**config.mk**
```make
export PLATFORM = sky130hd
export DESIGN_NAME = mem_access_unit
export DESIGN_NICKNAME = d
export VERILOG_FILES = /design/src/rtl/cpu_pkg.sv /design/src/rtl/load_align.sv /design/src/rtl/mem_access_unit.sv
export SDC_FILE = /design/constraint.sdc
export NUM_CORES = 1
export LEC_CHECK = 0
export ABC_AREA = 0
export CORE_MARGIN = 1.5
export CORE_UTILIZATION = 40
export DETAILED_ROUTE_END_ITERATION = 16
export PLACE_DENSITY_LB_ADDON = 0.25
export SLEW_MARGIN = 20
export SYNTH_ARGS = -nofsm -noshare
export SYNTH_HDL_FRONTEND = slang
export SYNTH_SLANG_ARGS = --single-unit
```
**constraint.sdc**
```tcl
create_clock -name clock -period 2.35 [get_ports clock]
set_clock_uncertainty 0.05 [all_clocks]
set_input_delay 0.47 -clock clock [delete_from_list [all_inputs] [get_ports clock]]
set_output_delay 0.47 -clock clock [all_outputs]
set_load 0.02 [all_outputs]
```
**src/rtl/cpu_pkg.sv**
```systemverilog
`default_nettype none
// ============================================================================
// Module : cpu_pkg
// Brief  : Shared load/store encodings, access FSM states and MAU defaults.
// Rev    : 1.0
// ============================================================================
package cpu_pkg;

    typedef enum logic [1:0] {
        ST_SW = 2'd0,
        ST_SB = 2'd1,
        ST_SH = 2'd2
    } store_opt_e;

    typedef enum logic [2:0] {
        LD_LW  = 3'd0,
        LD_LB  = 3'd1,
        LD_LBU = 3'd2,
        LD_LH  = 3'd3,
        LD_LHU = 3'd4
    } load_opt_e;

    typedef enum logic [1:0] {
        S_IDLE = 2'd0,
        S_BUSY = 2'd1,
        S_DONE = 2'd2
    } mau_state_e;

    localparam int TIMEOUT_DEFAULT = 16;

    // Unknown option codes are treated as full-word accesses.
    function automatic logic is_misaligned(
        input logic       is_store,
        input logic [1:0] store_opt,
        input logic [2:0] load_opt,
        input logic [1:0] addr_lo
    );
        logic mis;
        mis = (addr_lo != 2'b00);
        if (is_store) begin
            case (store_opt)
                ST_SB:   mis = 1'b0;
                ST_SH:   mis = addr_lo[0];
                default: mis = (addr_lo != 2'b00);
            endcase
        end else begin
            case (load_opt)
                LD_LB, LD_LBU: mis = 1'b0;
                LD_LH, LD_LHU: mis = addr_lo[0];
                default:       mis = (addr_lo != 2'b00);
            endcase
        end
        return mis;
    endfunction

endpackage
`default_nettype wire

```
**src/rtl/load_align.sv**
```systemverilog
`default_nettype none
// ============================================================================
// Module : load_align
// Brief  : Selects the addressed lane of a read word and sign/zero extends it.
// Rev    : 1.0
// ============================================================================
module load_align
    import cpu_pkg::*;
(
    input  logic [31:0] rdata_i,
    input  logic [1:0]  offset_i,
    input  logic [2:0]  load_option_i,
    output logic [31:0] data_o
);

    logic [7:0]  w_byte;
    logic [15:0] w_half;

    always_comb begin
        w_byte = rdata_i[7:0];
        case (offset_i)
            2'd0:    w_byte = rdata_i[7:0];
            2'd1:    w_byte = rdata_i[15:8];
            2'd2:    w_byte = rdata_i[23:16];
            default: w_byte = rdata_i[31:24];
        endcase
        w_half = offset_i[1] ? rdata_i[31:16] : rdata_i[15:0];
    end

    always_comb begin
        data_o = rdata_i;
        case (load_option_i)
            LD_LB:   data_o = {{24{w_byte[7]}}, w_byte};
            LD_LBU:  data_o = {24'h000000, w_byte};
            LD_LH:   data_o = {{16{w_half[15]}}, w_half};
            LD_LHU:  data_o = {16'h0000, w_half};
            default: data_o = rdata_i;
        endcase
    end

endmodule
`default_nettype wire

```
**src/rtl/mem_access_unit.sv**
```systemverilog
`default_nettype none
// ============================================================================
// Module : mem_access_unit
// Brief  : MEM-stage load/store sequencer with alignment checks and ack timeout.
// Rev    : 1.0
// ============================================================================
module mem_access_unit
    import cpu_pkg::*;
#(
    parameter int TIMEOUT = TIMEOUT_DEFAULT
) (
    input  logic        clock,
    input  logic        reset,
    input  logic        EX_Valid,
    input  logic        EX_MemRead,
    input  logic        EX_MemWrite,
    input  logic [31:0] EX_Addr,
    input  logic [31:0] EX_Wdata,
    input  logic [1:0]  EX_store_option,
    input  logic [2:0]  EX_load_option,
    output logic        dm_req,
    output logic        dm_we,
    output logic [31:0] dm_addr,
    output logic [31:0] dm_wdata,
    output logic [3:0]  dm_be,
    input  logic        dm_ack,
    input  logic [31:0] dm_rdata,
    output logic [31:0] ME_Dout,
    output logic        ME_Done,
    output logic        ME_Stall,
    output logic        ME_AddrErr,
    output logic        ME_BusErr
);

    localparam int CNT_W = $clog2(TIMEOUT + 1);

    mau_state_e       state_q;
    logic [CNT_W-1:0] cnt_q;
    logic [1:0]       addr_lo_q;
    logic [2:0]       load_opt_q;
    logic             dm_req_q;
    logic             dm_we_q;
    logic [31:0]      dm_addr_q;
    logic [31:0]      dm_wdata_q;
    logic [3:0]       dm_be_q;
    logic [31:0]      dout_q;
    logic             done_q;
    logic             addr_err_q;
    logic             bus_err_q;

    logic             w_access;
    logic             w_is_store;
    logic             w_misaligned;
    logic             w_accept;
    logic [3:0]       w_be;
    logic [31:0]      w_wdata;
    logic [31:0]      w_load_data;

    // A request carrying both read and write is handled as a store.
    assign w_access     = EX_Valid & (EX_MemRead | EX_MemWrite);
    assign w_is_store   = EX_MemWrite;
    assign w_misaligned = is_misaligned(w_is_store, EX_store_option,
                                        EX_load_option, EX_Addr[1:0]);
    assign w_accept     = (state_q == S_IDLE) & w_access & ~w_misaligned;

    always_comb begin
        w_be    = 4'b1111;
        w_wdata = 32'h0000_0000;
        if (w_is_store) begin
            case (EX_store_option)
                ST_SB: begin
                    w_be    = 4'b0001 << EX_Addr[1:0];
                    w_wdata = {4{EX_Wdata[7:0]}};
                end
                ST_SH: begin
                    w_be    = EX_Addr[1] ? 4'b1100 : 4'b0011;
                    w_wdata = {2{EX_Wdata[15:0]}};
                end
                default: begin
                    w_be    = 4'b1111;
                    w_wdata = EX_Wdata;
                end
            endcase
        end
    end

    load_align u_load_align (
        .rdata_i       (dm_rdata),
        .offset_i      (addr_lo_q),
        .load_option_i (load_opt_q),
        .data_o        (w_load_data)
    );

    always_ff @(posedge clock or negedge reset) begin
        if (!reset) begin
            state_q    <= S_IDLE;
            cnt_q      <= '0;
            addr_lo_q  <= 2'b00;
            load_opt_q <= 3'b000;
            dm_req_q   <= 1'b0;
            dm_we_q    <= 1'b0;
            dm_addr_q  <= 32'h0;
            dm_wdata_q <= 32'h0;
            dm_be_q    <= 4'b0000;
            dout_q     <= 32'h0;
            done_q     <= 1'b0;
            addr_err_q <= 1'b0;
            bus_err_q  <= 1'b0;
        end else begin
            done_q     <= 1'b0;
            addr_err_q <= 1'b0;
            bus_err_q  <= 1'b0;
            case (state_q)
                S_IDLE: begin
                    if (w_access && w_misaligned) begin
                        addr_err_q <= 1'b1;
                        done_q     <= 1'b1;
                    end else if (w_accept) begin
                        state_q    <= S_BUSY;
                        cnt_q      <= '0;
                        addr_lo_q  <= EX_Addr[1:0];
                        load_opt_q <= EX_load_option;
                        dm_req_q   <= 1'b1;
                        dm_we_q    <= w_is_store;
                        dm_addr_q  <= {EX_Addr[31:2], 2'b00};
                        dm_wdata_q <= w_wdata;
                        dm_be_q    <= w_be;
                    end
                end
                S_BUSY: begin
                    if (dm_ack) begin
                        state_q  <= S_DONE;
                        done_q   <= 1'b1;
                        dm_req_q <= 1'b0;
                        dm_we_q  <= 1'b0;
                        if (!dm_we_q) begin
                            dout_q <= w_load_data;
                        end
                    end else if (cnt_q == CNT_W'(TIMEOUT - 1)) begin
                        // Ack never came: abandon the access, result unchanged.
                        state_q   <= S_IDLE;
                        done_q    <= 1'b1;
                        bus_err_q <= 1'b1;
                        dm_req_q  <= 1'b0;
                        dm_we_q   <= 1'b0;
                    end else begin
                        cnt_q <= cnt_q + CNT_W'(1);
                    end
                end
                S_DONE: begin
                    state_q <= S_IDLE;
                end
                default: begin
                    state_q <= S_IDLE;
                end
            endcase
        end
    end

    assign dm_req     = dm_req_q;
    assign dm_we      = dm_we_q;
    assign dm_addr    = dm_addr_q;
    assign dm_wdata   = dm_wdata_q;
    assign dm_be      = dm_be_q;
    assign ME_Dout    = dout_q;
    assign ME_Done    = done_q;
    assign ME_AddrErr = addr_err_q;
    assign ME_BusErr  = bus_err_q;
    // Stall must be forced low while reset is held, even with a pending EX request.
    assign ME_Stall   = reset & ((state_q == S_BUSY) | w_accept);

endmodule
`default_nettype wire
```
==> out/qor.yml <==
outcome:
  status: "completed"
finish:
  fin_util_pct: 63.4
  final_net_count: 852
  instances_no_fill: 936
  final_cell_mix: "clkdlybuf4s50_1, dfrtp_1, nand2_1, a21oi_1, nor2_1"
  drive_above_1_share_pct: 19.2
  syn2layout_area_growth_pct: 54.5
  final_common_cell: "clkdlybuf4s50_1"
  final_area_um2: 8800
sta:
  setup_viol: 0
  hold_slack_ns: 0.149
  finalHoldViolations: 0
  fin_crit_sh_pct: 97.9
  worst_slack_ns: 0.0498
  fmax_mhz: 435
  max_slew.worst_pin.slew_ns: 0.780
  period_minus_slack_ns: 2.30
  slew_viol_final: 0
  rsz0062_at_grt: "false"
  slew_headroom_pct: 47.8
  tns_ns: 0
route:
  top_layer_used: "met4"
  drtIter0Drc: 318
  drc_errors: 0
  firstDrtPassIters: 4
  wl_um: 16400
  wl_per_cell_um: 17.5
  routed-via-count: 4899
  vias_per_cell: 5.23
  ant_nets: 0
  met2_length_um: 7740
  wl_met1_um: 6890
  wl_met3_um: 1270
logic_synthesis:
  synth_edf_count: 0
  synthFlopType: "dfrtp_1"
  yosys_warnings: 0
  syn_inst: 505
  async_flop_share_pct: 100
  synth-seq-area-share_pct: 50.5
  synth_seq_cells: 115
  avgSynthCellArea_um2: 11.3
  synth.distinct_cells: 54
  netlist_area_um2: 5700
die:
  dieArea_um2: 15000
  die_w_um: 122
  die_h_um: 122
  ioPinCount: 213
  start_util_pct: 41.0
  coreArea_um2: 13900
  rows: 43
critical_path:
  r2r_end: "dm_wdata[11]"
  rr_worst_depth: 6
  cp-endpoint: "ME_Stall"
  worstSetupEndpointType: "output pin"
  cpPeakStageDelay_ns: 0.28
  cp_max_fo: 2
  worstPathArrival_ns: 1.78
  critPathKind: "primary input to output pin"
  start_kind: "primary input"
  ff2ff_setup_slack_ns: 0.27
  r2r_start: "state_q[0]"
  worst_path_max_delay_cell: "ha_4"
  startpoint: "EX_store_option[1]"
  crit_required_ns: 1.83
  worstPathCellList: "dlygate4sd2_1 > ha_4 > a21oi_2 > o21ai_2 > a31oi_4 > o21a_4 > buf_4"
placed_design:
  place_inst: 900
  place.detailed.hpwl_um: 11800
  gp_congestion: 0.876
  io_buffers: 210
  post_dp_cell_area_um2: 8150
  dpl_worst_slack_ns: -0.680
power:
  switching_share_pct: 34.6
  seq_power_share_pct: 30.5
  pwr-share-comb_pct: 44.5
  ir_drop_mv: 0.611
  p_leak_nw: 3.79
  powerDensity_nw_per_um2: 1250
  power.total_mw: 11.0
  p_clk_share_pct: 25.0
  p_sw_mw: 3.82
  p_int_mw: 7.22
cts:
  clkLatencyLatePin_ns: 0.41
  htreeDepth: 4
  cts_sinks: 115
  clockBufferDepth: 2
  cts_tree: "done"
  cts_buffers: 17
  cts.hold.buffers_added: 0
  cts.clk_slew.worst_paths_ns: 0.05
  cts-root-buf: "clkbuf_16"
grt:
  antenna_found_initial: 2
  grt_first_pass_wirelength_um: 25700
  grt_remaining_overflow: 0
  grt_max_degree: 116
  grt_pass1_vias: 5135
  grt_usage_pct: 22.4
worst_hold_path:
  worstHoldPathType: "primary input to asynchronous set/reset pin"
job:
  maxCapViolations: 0
==> synth_stat cells (5+ instances only) <==
cell        n  area (µm²)
dfrtp_1   115        2880
nand2_1    57         214
a21oi_1    45         225
nor2_1     38         143
inv_1      32         120
mux2_4     29         435
mux2_2     26         293
a221o_1    16         160
mux2i_1    13         130
buf_2      11        55.1
o21ai_0    11        55.1
clkbuf_1   10        37.5
a22oi_1     9        67.6
a22o_1      8        70.1
a41oi_1     7        61.3
mux4_2      7         158
buf_4       5        37.5
==> registers in the layout, summed over array words and instances (netlist names) <==
register,cells
ME_Dout,32
dm_wdata,32
dm_addr,30
cnt_q,5
dm_be,4
load_opt_q,3
addr_lo_q,2
state_q,2
ME_AddrErr,1
ME_BusErr,1
ME_Done,1
dm_req,1
dm_we,1
==> cell families (layout without fill, tap and decap cells) <==
kind of cell / Yosys count / count (layout) / share of synthesized area [%]
AO/OA/AOI/OAI: 117 / 117 / 14.2
other: 1 / 4 / 0.0658
XOR/XNOR: 2 / 2 / 0.308
multiplexers: 75 / 75 / 17.8
adder cells (fa/ha/maj): 4 / 4 / 0.879
buffers and inverters: 64 / 312 / 6.04
flip-flops: 115 / 115 / 50.5
AND/OR/NAND/NOR: 127 / 127 / 10.1
==> worst max-delay path, delay by kind of cell <==
family | cells | cell delay (ns)
AOI/OAI and AO/OA | 4 | 0.60
buffers and inverters | 2 | 0.42
adders and majority gates | 1 | 0.28
==> power groups by stage <==
stage                     Clock [mW]  Combinational [mW]  Sequential (mW)
after floorplan                    0                1.82             4.18
final                           2.76                4.91             3.37
after CTS                       2.80                4.94             3.37
after global routing            2.92                5.25             3.49
after detailed placement           0                4.92             3.38
after global placement             0                4.83             3.35
==> cell type report <==
type	instances	area, µm²
clock buffer	23	488
tap	180	225
antenna	2	5.00
fill	1120	5080
timing repair buffer	248	2420
inverter	32	120
sequential	115	2880
multi-input combinational	327	2520
clock inverter	9	150
==> layer usage <==
layer	GRT usage [%]	up-vias
met5	0	-
met4	10.8	0
met3	6.13	35
met2	36.5	227
met1	27.6	2358
li1	-	2279
==> worst min path at each step <==
stage,start,end,slack [ns],cells past startpoint
6_report,reset,dm_addr[13],0.15,2
5_1_grt,reset,dm_addr[12],0.23,2
4_1_cts,reset,dm_wdata[14],0.21,2
3_5_place_dp,dm_req,dm_req,0.43,1
3_3_place_gp,dm_req,dm_req,0.42,1
2_1_floorplan,reset,ME_AddrErr,0.12,0
==> what timing repair did <==
item,CTS,global route
gates cloned,0,0
pin swaps,4,3
gates resized for setup,14,2
buffers inserted,2,0
setup endpoints to repair,43,1
No activity file was read; power rests on OpenSTA's default activity.
